`src/rtl/e203_exu_alu_dpath_arb.sv`:
```
// e203_exu_alu_dpath_arb: round-robin arbiter/sequencer for the shared ALU datapath with lock support
//   clk, rst_n            : clock, synchronous active-low reset
//   rX_valid/ready        : request handshake per requester (0=ALU, 1=AGU, 2=mul/div)
//   rX_op/op1/op2/lock    : request fields; lock keeps ownership after the transfer
//   rX_res                : datapath result broadcast to every requester
//   dp_op/op1/op2, dp_res : shared combinational datapath interface
//   arb_flush             : drops grant this cycle and any lock
//   arb_locked, arb_owner : lock state and last granted requester
module e203_exu_alu_dpath_arb #(
    parameter int XLEN = 32,
    parameter int OPW  = 11
) (
    input  logic            clk,
    input  logic            rst_n,
    input  logic            r0_valid,
    input  logic            r1_valid,
    input  logic            r2_valid,
    output logic            r0_ready,
    output logic            r1_ready,
    output logic            r2_ready,
    input  logic [OPW-1:0]  r0_op,
    input  logic [OPW-1:0]  r1_op,
    input  logic [OPW-1:0]  r2_op,
    input  logic [XLEN-1:0] r0_op1,
    input  logic [XLEN-1:0] r1_op1,
    input  logic [XLEN-1:0] r2_op1,
    input  logic [XLEN-1:0] r0_op2,
    input  logic [XLEN-1:0] r1_op2,
    input  logic [XLEN-1:0] r2_op2,
    input  logic            r0_lock,
    input  logic            r1_lock,
    input  logic            r2_lock,
    output logic [XLEN-1:0] r0_res,
    output logic [XLEN-1:0] r1_res,
    output logic [XLEN-1:0] r2_res,
    output logic [OPW-1:0]  dp_op,
    output logic [XLEN-1:0] dp_op1,
    output logic [XLEN-1:0] dp_op2,
    input  logic [XLEN-1:0] dp_res,
    input  logic            arb_flush,
    output logic            arb_locked,
    output logic [1:0]      arb_owner
);
    typedef enum logic {IDLE, LOCKED} state_t;
    state_t     state;
    logic [1:0] owner, rr_ptr, c1, c2, gi;
    logic [2:0] v, l;
    logic       gnt;
    function automatic logic [1:0] inc3(input logic [1:0] x);
        return x == 2'd2 ? 2'd0 : x + 2'd1;
    endfunction
    assign v = {r2_valid, r1_valid, r0_valid};
    assign l = {r2_lock, r1_lock, r0_lock};
    // Grant never depends on dp_res; reset and flush suppress any transfer.
    always_comb begin
        c1  = inc3(rr_ptr);
        c2  = inc3(c1);
        gi  = state == LOCKED ? owner : v[rr_ptr] ? rr_ptr : v[c1] ? c1 : c2;
        gnt = (state == LOCKED ? v[owner] : |v) && !arb_flush && rst_n;
    end
    assign r0_ready = gnt && gi == 2'd0;
    assign r1_ready = gnt && gi == 2'd1;
    assign r2_ready = gnt && gi == 2'd2;
    assign dp_op  = !gnt ? '0 : gi == 2'd1 ? r1_op : gi == 2'd2 ? r2_op : r0_op;
    // Idle operands default to requester 0 to limit datapath toggling.
    assign dp_op1 = r1_ready ? r1_op1 : r2_ready ? r2_op1 : r0_op1;
    assign dp_op2 = r1_ready ? r1_op2 : r2_ready ? r2_op2 : r0_op2;
    assign r0_res = dp_res;
    assign r1_res = dp_res;
    assign r2_res = dp_res;
    assign arb_locked = state == LOCKED;
    assign arb_owner  = owner;
    always_ff @(posedge clk) begin
        if (!rst_n) begin
            state  <= IDLE;
            owner  <= '0;
            rr_ptr <= '0;
        end else if (arb_flush) begin
            state <= IDLE;
        end else if (gnt) begin
            owner <= gi;
            state <= l[gi] ? LOCKED : IDLE;
            if (!l[gi])
                rr_ptr <= inc3(gi);
        end
    end
endmodule

```
`config.mk`:
```
export PLATFORM = sky130hd
export DESIGN_NAME = e203_exu_alu_dpath_arb
export DESIGN_NICKNAME = d
export VERILOG_FILES = /design/src/rtl/e203_exu_alu_dpath_arb.sv
export SDC_FILE = /design/constraint.sdc
export NUM_CORES = 1
export LEC_CHECK = 0
export CORE_AREA = 5 5 171 173
export CTS_CLUSTER_DIAMETER = 150
export CTS_CLUSTER_SIZE = 40
export DETAILED_ROUTE_END_ITERATION = 16
export DIE_AREA = 0 0 176 178
export SYNTH_ARGS = -nofsm -noshare
export SYNTH_HDL_FRONTEND = slang
export SYNTH_SLANG_ARGS = --single-unit
export TNS_END_PERCENT = 30
```
`constraint.sdc`:
```
create_clock -name clk -period 3.3 [get_ports clk]
set_input_delay 0.66 -clock clk [delete_from_list [all_inputs] [get_ports clk]]
set_output_delay 0.66 -clock clk [all_outputs]
set_load 0.005 [all_outputs]
```
Yosys cells after proc, flatten, opt, wreduce, memory -nomap -nowiden. Cells that the tools add are included.

Bits in writable memories: 0. Logic and storage cells: 51. Memories: 0. Input port bits: 266. Latch bits: 0. Bits in read-only memories: 0. Output and inout port bits: 177. Bits in registers: 5.

Mux-type cells: 23. Divide/modulo/power cells: 0. Shifts and indexed selects: 0. Multiply operators: 0. $add $sub $neg: 3. Reductions and logical operators: 11. Equal/unequal tests: 4. Magnitude comparators: 4. Bitwise gates (word level): 3.

Operator list (number): $mux 32 (4); $mux 11 (3); $lt 2x3->1 const B (4); $mux 2 (6); $bmux 1 s2 (4); $add 2x1->2 const B (3); $eq 2x2->1 const B (3); $mux 1 (6); $logic_and 1x1->1 (5); $not 1->1 (3); $reduce_and 3->1 (1); $reduce_or 3->1 (1); $eq 2x1->1 const B (1); $logic_not 2->1 (1); $reduce_and 2->1 (1); $reduce_or 2->1 (1); $logic_not 1->1 (1).

Depth between registers and ports, before layout.
Depth after elaboration: 11. Gate-level depth with buffers: 10. Depth with buffers taken out: 7.

Worst setup path after synthesis. No wires, ideal clock.

Path type: input-to-output. Start: input r0_valid. End: output dp_op1[10]. Path slack: 408 ps. Stages: 9. Buffers on the path: 3. Data required time: 2640 ps. Arrival: 2232 ps. Path through: nor2b_1 or4b_4 nand2_1 nand2b_1 clkbuf_1 buf_2 buf_4 mux2i_1 o21ai_0.

Longest elaborated chain between the ends: 9. Elaborated cells between the ends (all ways): 19. Those cells by class: eq/ne (2); mux (12); reduce/logical (5).

Ends and longest elaborated chain: start, declared (line 15) `input logic r0_valid,`; $bmux 1 s2 (line 58) `gi = state == LOCKED ? owner : v[rr_ptr] ? rr_ptr : v[c1] ? c1 : c2;`; $mux 1 (not written as such) (line 58); $mux 2 (3 in series) (line 58); $eq 2x2->1 (line 63) `assign r2_ready = gnt && gi == 2'd2;`; $logic_and 1x1->1 (line 63); $mux 32 (line 66) `assign dp_op1 = r1_ready ? r1_op1 : r2_ready ? r2_op1 : r0_op1;`; $mux 32 * (line 66); end, declared (line 37) `output logic [XLEN-1:0] dp_op1,`.

Every way passes the cells marked *; elsewhere a longest branch is shown, timed or not. The select of a mux whose other input is x is not followed.

Final worst setup path.
Start: input r2_valid. End: output r1_ready.

Longest elaborated chain between the ends: 7. Elaborated cells between the ends (all ways): 15. Those cells by class: eq/ne (1); mux (10); reduce/logical (4).

Ends and longest elaborated chain: start, declared (line 17) `input logic r2_valid,`; $bmux 1 s2 (line 58); $mux 1 (not written as such) (line 58); $mux 2 (3 in series) (line 58); $eq 2x1->1 (line 62) `assign r1_ready = gnt && gi == 2'd1;`; $logic_and 1x1->1 * (line 62); end, declared (line 19) `output logic r1_ready,`.

Marked as above.

==> run metrics <==
via count=3,583; Yosys top cell by area=buf_4; CP Capture Type=output port; Slew headroom=78.7%; All-Layer GR Usage=8.88%; CP max stage delay=500 ps; CP dominant cell by count=buf_4; Static Leakage=0.00268 µW; worst hold margin=586 ps; initial antenna violation count=0; Port Buffers=314; most common cell in the netlist=buf_4; post-synth top area share=28.7%; post-DP HPWL=12,900 µm; Switch Pwr=294 µW; max cap viols=0; Mean Syn Cell Area=6.56 µm²; grt total ovfl=0; Max Slew Vio Count=0; Final min period=3240 ps; final net count=917; unique cell type count in the Yosys netlist=31; core region area=27,500 µm²; Routed WL=15,700 µm; clock power share=20.4%; maximum VDD drop=0.0000926 V; flop-to-flop setup slack=740 ps; CP arrival=2580 ps; # diodes=0; DP Area=5760 µm²; pin count of the biggest net entering global routing=21; PD cells=166 nW/µm²; sw frac=29.8%; Core Util, Final=21.7%; # setup viols final=0; Num CTS Buffers=3; CP max-delay cell=clkdlybuf4s50_1; TritonCTS clock tree=built; status=complete, no violations; final period utilization=98.0%; post-synthesis cell count=399; Setup Skew=0.716 ps; io pins=443; Comb power frac=72.4%; required time worst endpoint=2640 ps; #FFs+latches synth=5; maximum fanout along the worst path=9; Post-synth top cells=buf_4, nand2_1, mux2i_1; Primary FF master, synth=dfxtp_1; Flop pwr share=7.2%; DIE WIDTH=176 µm; Die Area=31,300 µm²; fin area=5960 µm²; CTS Root Cell=clkbuf_16; first-pass GRT wire length=21,500 µm; CTS Buffer Depth=2; clock latency on the worst-skew pair=230 ps; Starting Density=9.52%; mapped cell area=2620 µm²; DR iter-0 viols=95; vias in the first global route=3,721; crit-path cells=clkdlybuf4s15_2 -> nor2b_4 -> o21ai_2 -> a22oi_2 -> buf_4 -> or2_4 -> clkinv_8 -> buf_12 -> buf_4 -> clkdlybuf4s50_1; Max Clk Rate=309 MHz; post-route ant nets=0; clock sinks=5; vertical die dimension=178 µm; share of cells above drive strength 1=15.7%; P&R area growth vs syn=128%; Yosys warnings=0; Post-synth ARST share=0%; Filler Cell Count=3,055; Worst Max-Slew Pin Slew=315 ps; Final Hold Vio Count=0; GPL Wtd Cong=0.777; number of enable flip-flop cells after synthesis=0; Hold WC Path Type=reg2reg; H-tree depth=1; Core Rows=61; via density per instance=3.60; post-synthesis net count=665; register area share after synthesis=3.83%; Synth area leaders=buf_4, mux2i_1, o21ai_0, nand2_1, dfxtp_1; WL/cell=15.7 µm; startpoint types=input pin; crit path kind=in2out; Internal=694 µW; drc violations=0; DR pass1 iterations=4; Reg clk slew, reported paths=30 ps
[per-stage QoR]
step           std cells  worst slack [ps]  power, µW  setup TNS [ps]
2_1_floorplan        399               408        355               0
3_3_place_gp         982              -682        802          -41990
3_5_place_dp         982              -757        804          -44260
4_1_cts              996             0.774        999               0
5_1_grt              996             -38.0       1060           -99.5
6_report             996              64.7        989               0
[cell type report]
| cell class | count | area [µm²] | area share, % |
|---|---|---|---|
| Timing Repair Buffer | 369 | 3560 | 59.7 |
| Multi-Input combinational cell | 267 | 1760 | 29.5 |
| Tap cell | 346 | 433 | 7.27 |
| Sequential cell | 5 | 100 | 1.68 |
| Clock buffer | 4 | 78.8 | 1.32 |
| Inverter | 5 | 31.3 | 0.525 |
[sequential cells by signal, indices dropped and copies added, names as in the netlist]
register and cells:
rr_ptr 2, arb_owner 2, arb_locked 1
[routing by layer]
layer | global-route usage, % | vias up | part of all wire [%]
met3 | 4.26 | 8 | 13
met4 | 0.812 | 0 | 0.49
met1 | 8.65 | 1530 | 33
met5 | 0 | - | 0
met2 | 17.6 | 263 | 53
li1 | - | 1782 | -
[power by group through the flow]
stage | Clock [µW] | Combinational, µW | Sequential (µW)
finish | 202 | 716 | 70.8
floorplan | 0 | 286 | 68.5
detailed placement | 0 | 734 | 69.1
global placement | 0 | 732 | 69.3
global route | 210 | 777 | 71.1
CTS | 207 | 723 | 69.4
[path summary, 6_finish.rpt]
kind                                    from           end  cells past startpoint
worst max-delay path                r2_valid      r1_ready                     10
worst min-delay path            arb_owner[0]  arb_owner[0]                      2
worst max register to register     rr_ptr[0]    arb_locked                     10
worst min register to register  arb_owner[0]  arb_owner[0]                      2
[critical path, delay by kind of cell]
family          cells  cell delay, ps
compound gates      2             250
buf+inv             6            1220
simple gates        2             420
[repair_timing]
action | 4_1_cts | 5_1_grt
resized for setup | 168 | 20
gates cloned | 4 | 0
buffers inserted | 6 | 0
pin swaps | 17 | 7
setup endpoints to repair | 78 | 65
hold buffers | 0 | 0
[kinds of logic after synthesis]
logic type | count (synthesis) | synth area share, %
simple gates | 101 | 16.4
compound gates | 101 | 22.1
mux | 64 | 24.5
flops | 5 | 3.83
buf+inv | 127 | 32.9
xor+xnor | 1 | 0.335
[cells in the final DEF (no fill, tap or decap), types with 2 or more instances in the layout]
cell and count:
o21ai_0 46, clkbuf_16 3, and2_1 3, buf_6 4, clkdlybuf4s50_1 235, nor2b_4 2
clkdlybuf4s15_1 2, a22oi_1 11, nor3_2 3, clkbuf_2 4, mux2i_1 63, bufbuf_16 2
dlygate4sd2_1 54, dfxtp_1 5, clkdlybuf4s15_2 4, nand2_1 77, buf_2 14, buf_4 43
nor2_4 2, inv_1 4, buf_12 5, a21oi_1 13, nor2b_1 3, o21ai_1 20
(Power assumes the default switching activity.)
